[config.mk]
export PLATFORM = sky130hd
export DESIGN_NAME = oscillator_phase_flat
export DESIGN_NICKNAME = d
export VERILOG_FILES = /design/src/rtl/oscillator_phase_if.sv /design/src/rtl/oscillator_phase.sv /design/src/flat_wrapper.sv
export SDC_FILE = /design/constraint.sdc
export NUM_CORES = 1
export LEC_CHECK = 0
export ABC_AREA = 1
export CAP_MARGIN = 10
export CORE_ASPECT_RATIO = 0.75
export CORE_MARGIN = 1.5
export CORE_UTILIZATION = 40
export CTS_CLUSTER_SIZE = 40
export DETAILED_ROUTE_END_ITERATION = 16
export GPL_TIMING_DRIVEN = 0
export PLACE_DENSITY_LB_ADDON = 0.15
export SLEW_MARGIN = 20
export SYNTH_ARGS = -nofsm -noshare
export SYNTH_HDL_FRONTEND = slang
export SYNTH_SLANG_ARGS = --single-unit
[constraint.sdc]
create_clock -name clock -period 1.8 [get_ports clock]
set_input_delay 0.18 -clock clock [delete_from_list [all_inputs] [get_ports clock]]
set_output_delay 0.18 -clock clock [all_outputs]
set_load 0.02 [all_outputs]
[src/rtl/oscillator_phase_if.sv]
// Shared half-cycle type and the voice-oscillator bus.
// The controller side (master) drives the tick, enable, sync and increment
// inputs; the oscillator (slave) returns state, phase and the two strobes.

package OSCILLATOR;
    typedef enum logic {
        FRONT = 1'b0,
        BACK  = 1'b1
    } oscillator_state_t;
endpackage

interface oscillator_phase_if #(
    parameter int PHASE_WIDTH = 32
);
    logic                          sample_tick;
    logic                          enable;
    logic                          sync;
    logic [PHASE_WIDTH-1:0]        increment;
    OSCILLATOR::oscillator_state_t state;
    logic [PHASE_WIDTH-1:0]        phase;
    logic                          sample_valid;
    logic                          cycle_wrap;

    modport master (
        output sample_tick, enable, sync, increment,
        input  state, phase, sample_valid, cycle_wrap
    );

    modport slave (
        input  sample_tick, enable, sync, increment,
        output state, phase, sample_valid, cycle_wrap
    );
endinterface

[src/rtl/oscillator_phase.sv]
// Per-voice phase accumulator feeding the waveform shapers.
// A full period is two half-cycles (FRONT then BACK); phase counts up from
// zero in each half and the carry out of the accumulator flips the half.
//
// state | meaning
// ------+-------------------------------------------------------------
// IDLE  | voice off; phase held at 0 / FRONT, sync requests ignored
// RUN   | voice on; each sample tick advances or restarts the phase

module oscillator_phase #(
    parameter int PHASE_WIDTH = 32
) (
    input  logic               clock,
    input  logic               reset,
    oscillator_phase_if.slave  bus
);
    import OSCILLATOR::*;

    typedef enum logic {
        IDLE = 1'b0,
        RUN  = 1'b1
    } fsm_t;

    fsm_t                 fsm;
    logic                 sync_pending;
    logic [PHASE_WIDTH:0] sum;

    // One extra bit catches the carry that marks the end of a half-cycle.
    assign sum = {1'b0, bus.phase} + {1'b0, bus.increment};

    // Sequencer: enable drop beats sync, sync beats accumulation.
    always_ff @(posedge clock) begin
        if (reset) begin
            fsm              <= IDLE;
            sync_pending     <= 1'b0;
            bus.state        <= FRONT;
            bus.phase        <= '0;
            bus.sample_valid <= 1'b0;
            bus.cycle_wrap   <= 1'b0;
        end else begin
            bus.sample_valid <= 1'b0;
            bus.cycle_wrap   <= 1'b0;
            if (!bus.enable) begin
                fsm          <= IDLE;
                sync_pending <= 1'b0;
                bus.state    <= FRONT;
                bus.phase    <= '0;
            end else if (fsm == IDLE) begin
                // The start tick is itself a restart, so a sync seen while
                // idle has nothing left to do.
                sync_pending <= 1'b0;
                if (bus.sample_tick) begin
                    fsm              <= RUN;
                    bus.state        <= FRONT;
                    bus.phase        <= '0;
                    bus.sample_valid <= 1'b1;
                end
            end else if (bus.sample_tick) begin
                bus.sample_valid <= 1'b1;
                sync_pending     <= 1'b0;
                if (bus.sync || sync_pending) begin
                    bus.state <= FRONT;
                    bus.phase <= '0;
                end else begin
                    bus.phase <= sum[PHASE_WIDTH-1:0];
                    if (sum[PHASE_WIDTH]) begin
                        bus.state <= (bus.state == FRONT) ? BACK : FRONT;
                        if (bus.state == BACK) begin
                            bus.cycle_wrap <= 1'b1;
                        end
                    end
                end
            end else if (bus.sync) begin
                sync_pending <= 1'b1;
            end
        end
    end

endmodule

[src/flat_wrapper.sv]
// flat-port wrapper written by rule: the top's interface ports become plain ports
module oscillator_phase_flat import OSCILLATOR::*;
#(
    parameter int PHASE_WIDTH = 32
)
  (clock, reset, bus_sample_tick, bus_enable, bus_sync, bus_increment, bus_state, bus_phase, bus_sample_valid, bus_cycle_wrap);
  oscillator_phase_if #(.PHASE_WIDTH(PHASE_WIDTH)) bus_i ();
  input  logic clock;
  input  logic reset;
  input wire logic [$bits(bus_i.sample_tick)-1:0] bus_sample_tick;
  input wire logic [$bits(bus_i.enable)-1:0] bus_enable;
  input wire logic [$bits(bus_i.sync)-1:0] bus_sync;
  input wire logic [$bits(bus_i.increment)-1:0] bus_increment;
  output wire logic [$bits(bus_i.state)-1:0] bus_state;
  output wire logic [$bits(bus_i.phase)-1:0] bus_phase;
  output wire logic [$bits(bus_i.sample_valid)-1:0] bus_sample_valid;
  output wire logic [$bits(bus_i.cycle_wrap)-1:0] bus_cycle_wrap;
  assign bus_i.sample_tick = bus_sample_tick;
  assign bus_i.enable = bus_enable;
  assign bus_i.sync = bus_sync;
  assign bus_i.increment = bus_increment;
  assign bus_state = bus_i.state;
  assign bus_phase = bus_i.phase;
  assign bus_sample_valid = bus_i.sample_valid;
  assign bus_cycle_wrap = bus_i.cycle_wrap;
  oscillator_phase #(.PHASE_WIDTH(PHASE_WIDTH)) u_core (.clock(clock), .reset(reset), .bus(bus_i));
endmodule
==> reports/qor.json <==
{
  "synthFlopType": "sky130_fd_sc_hd__dfxtp_1",
  "post-synth-top-area-fraction_pct": 23.60,
  "synth_edf_count": 0,
  "htree_num_levels": 2,
  "cts-hold-fix-buffers": 0,
  "row_count": 30,
  "timing.critical_path.fanout_max": 5,
  "hold_viol_final": 0,
  "grt_overflow_total": 0,
  "tritoncts": "done",
  "grt_setup_unrepaired": "true",
  "synth.area.top_cells": "sky130_fd_sc_hd__nand2_1 24%, sky130_fd_sc_hd__dfxtp_1 19%, sky130_fd_sc_hd__inv_1 12%",
  "die_height_um": 88.49,
  "placed_cells": 871,
  "clock_tree.root_cell": "sky130_fd_sc_hd__clkbuf_16",
  "layout.cells.non_filler": 888,
  "finalWirelength_um": 12860,
  "clock_pin_slew_on_the_worst_setup_and_hold_paths_ns": 0.06,
  "synthDominantAreaCellType": "sky130_fd_sc_hd__nand2_1",
  "cells_after_synthesis": 672,
  "hold_slack_ns": 0.3980,
  "grt_antenna_before_repair": 0,
  "layout-drive-gt1-share_pct": 30.39,
  "fin_area_um2": 5842,
  "critPathRequiredTime_ns": 1.98,
  "outcome": "finished, violations left",
  "final_antenna_net_count": 0,
  "ctsLongestPathBuffers": 2,
  "dr.first_iter.drc_count": 283,
  "clock-sinks": 37,
  "placement.setup.worst_slack_ns": -0.4926,
  "syn_area_per_cell_um2": 5.800,
  "fin_crit_ns": 1.838,
  "yosys_register_bits": 37,
  "synth.distinct_cells": 36,
  "port_buffers": 71,
  "pin_count": 72,
  "initial_core_util_pct": 42.04,
  "failed_checks": "setup timing",
  "synth_top_cells_by_count": "245 x sky130_fd_sc_hd__nand2_1, 126 x sky130_fd_sc_hd__inv_1, 50 x sky130_fd_sc_hd__a21oi_1",
  "crit_arrival_ns": 2.02,
  "synthArstFlopShare_pct": 0,
  "die_w_um": 117.0,
  "final.setup_skew_ns": 0.004164,
  "layout_setup_ws_ns": -0.03764,
  "syn-cell-area_um2": 3897,
  "grt_max_degree": 13,
  "via_per_inst": 4.903,
  "synth.most_common_cell": "sky130_fd_sc_hd__nand2_1",
  "placed_cell_area_um2": 4796,
  "grt_pass1_wl_um": 19320,
  "worstSetupEndpoint": "u_core.bus.state",
  "post_drt_wl_per_cell_um": 14.48,
  "timing.rr.end": "u_core.bus.state",
  "die_outline_area_um2": 10350,
  "cap_viol_max_count": 0,
  "syn2layout_area_growth_pct": 49.89,
  "holdCritPathClass": "in -> reg",
  "synth_warnings": 0,
  "timing.fmax_mhz": 544.2,
  "gp_congestion": 0.9065,
  "sequential_fraction_of_the_synthesis_area_pct": 19.00,
  "clkLatencyLatePin_ns": 0.29,
  "timing.final.setup_violations": 6,
  "crit_startpoint": "u_core.bus.phase[0]",
  "slew_headroom_pct": 45.18,
  "grt_pass1_vias": 3805,
  "layout_worst_path_cycle_share_pct": 102.1,
  "drc_errors": 0,
  "core_area_um2": 9271,
  "dp_hpwl_um": 9419,
  "antenna_cells": 0,
  "regToRegSetupSlack_ns": -0.04,
  "worst_setup_path_start_kind": "register",
  "global_route.usage.total_pct": 24.69,
  "report.final.slew_viol_count": 0,
  "drt-pass1-iter-count": 4,
  "power_density_nw_per_um2": 411.4,
  "timing.setup.critical_path_class": "reg -> reg",
  "worst-slew-pin-transition_ns": 0.8224,
  "timing.reg2reg.worst_path_depth": 15,
  "number_of_cts_inserted_buffers": 5,
  "worst_ir_drop_vdd_mv": 0.4039,
  "nets_in_the_synthesized_netlist": 742,
  "num_vias": 4354,
  "final_nets": 829,
  "power.leakage_nw": 2.757,
  "fill_cells": 888,
  "worstReg2RegStart": "u_core.bus.phase[0]",
  "critical_path_end_type": "register"
}
## placed cells by master (no fill, tap or decap), types with 4 or more instances in the layout
cell,synthesis,layout
sky130_fd_sc_hd__a21o_1,4,4
sky130_fd_sc_hd__a21oi_1,50,33
sky130_fd_sc_hd__a21oi_2,7,21
sky130_fd_sc_hd__buf_4,1,9
sky130_fd_sc_hd__clkbuf_1,6,6
sky130_fd_sc_hd__clkbuf_16,0,5
sky130_fd_sc_hd__clkdlybuf4s50_1,0,65
sky130_fd_sc_hd__dfxtp_1,37,12
sky130_fd_sc_hd__dfxtp_2,0,23
sky130_fd_sc_hd__dlymetal6s2s_1,0,5
sky130_fd_sc_hd__ha_1,32,4
sky130_fd_sc_hd__ha_4,0,26
sky130_fd_sc_hd__inv_1,126,120
sky130_fd_sc_hd__inv_2,7,11
sky130_fd_sc_hd__nand2_1,245,216
sky130_fd_sc_hd__nand2_2,24,42
sky130_fd_sc_hd__nand2_4,3,14
sky130_fd_sc_hd__nand3_1,34,17
sky130_fd_sc_hd__nand3_2,11,21
sky130_fd_sc_hd__nand3_4,0,7
sky130_fd_sc_hd__nand3b_1,5,5
sky130_fd_sc_hd__nor2_1,35,23
sky130_fd_sc_hd__nor2_2,9,16
sky130_fd_sc_hd__nor2_4,3,8
sky130_fd_sc_hd__or2_2,5,4
## cell type report
type / instances / area, um2 / area share [%]
Multi-Input combinational cell: 492 / 3385 / 57.94
Timing Repair Buffer: 80 / 793.3 / 13.58
Sequential cell: 37 / 777.0 / 13.30
Inverter: 134 / 508.0 / 8.696
Tap cell: 128 / 160.2 / 2.741
Clock buffer: 6 / 138.9 / 2.377
Buffer: 9 / 42.54 / 0.7282
Clock inverter: 2 / 37.54 / 0.6425
## report_power, final
part / switching [mW] / total [mW] / internal [mW]
sequential: 0.00547 / 0.827 / 0.822
combinational: 0.276 / 0.494 / 0.218
clock: 0.390 / 1.08 / 0.692
total: 0.672 / 2.40 / 1.73
## sequential cells by signal, summed over array words and instances, names as in the netlist
register / flops
u_core.bus.state: 1
u_core.bus.sample_valid: 1
u_core.bus.phase: 32
u_core.sync_pending: 1
u_core.fsm: 1
u_core.bus.cycle_wrap: 1
## worst min path at each step
stage,from,end,slack (ns),depth (start not counted)
CTS,bus_increment[0],u_core.bus.phase[0],0.46,4
detailed placement,u_core.fsm,u_core.sync_pending,0.47,2
floorplan,bus_sample_tick,u_core.sync_pending,0.26,1
finish,bus_increment[3],u_core.bus.phase[3],0.40,4
global placement,u_core.fsm,u_core.sync_pending,0.47,2
global route,bus_increment[3],u_core.bus.phase[3],0.43,4
## cell families after synthesis
kind of cell | after synthesis | synth area share (%)
fa+ha+maj | 33 | 10.79
compound gates | 70 | 10.47
simple gates | 386 | 45.14
xor+xnor | 3 | 0.6743
flops | 37 | 19.00
buf+inv | 143 | 13.93
## critical path, cell delays in order, from the launching register on
cell and delay [ns]:
sky130_fd_sc_hd__dfxtp_4 0.35, sky130_fd_sc_hd__ha_4 0.12, sky130_fd_sc_hd__inv_2 0.03, sky130_fd_sc_hd__fa_2 0.34, sky130_fd_sc_hd__inv_4 0.10, sky130_fd_sc_hd__nand3_4 0.07
sky130_fd_sc_hd__nand3_4 0.09, sky130_fd_sc_hd__nand2_2 0.07, sky130_fd_sc_hd__nand2_4 0.09, sky130_fd_sc_hd__nand3_4 0.07, sky130_fd_sc_hd__nand2_4 0.10, sky130_fd_sc_hd__nand2_4 0.06
sky130_fd_sc_hd__nand2_2 0.06, sky130_fd_sc_hd__nand3_2 0.05, sky130_fd_sc_hd__nand2_1 0.07, sky130_fd_sc_hd__nor2_1 0.04
## metal layers
layer / wire (um) / vias up / track usage (%)
li1: - / 2246 / -
met1: 6692 / 1971 / 38.02
met2: 5288 / 129 / 36.26
met3: 802 / 8 / 4.247
met4: 76 / 0 / 3.943
met5: 0 / - / 0
## timing repair
item / 4_1_cts / 5_1_grt
setup endpoints to repair: 18 / 26
buffers inserted: 4 / 5
pin swaps: 10 / 19
gates resized for setup: 43 / 140
cloned: 0 / 0
## per-stage QoR
step                setup TNS, ns  util, %  power (mW)
detailed placement         -8.968    51.73       1.224
global placement           -8.378    51.73       1.221
global route               -1.471    63.01       2.504
CTS                       -0.1629    56.80       2.342
floorplan                       0        -       1.068
finish                   -0.09049    63.01       2.403
Note: power is estimated with default switching activity, not from simulation.
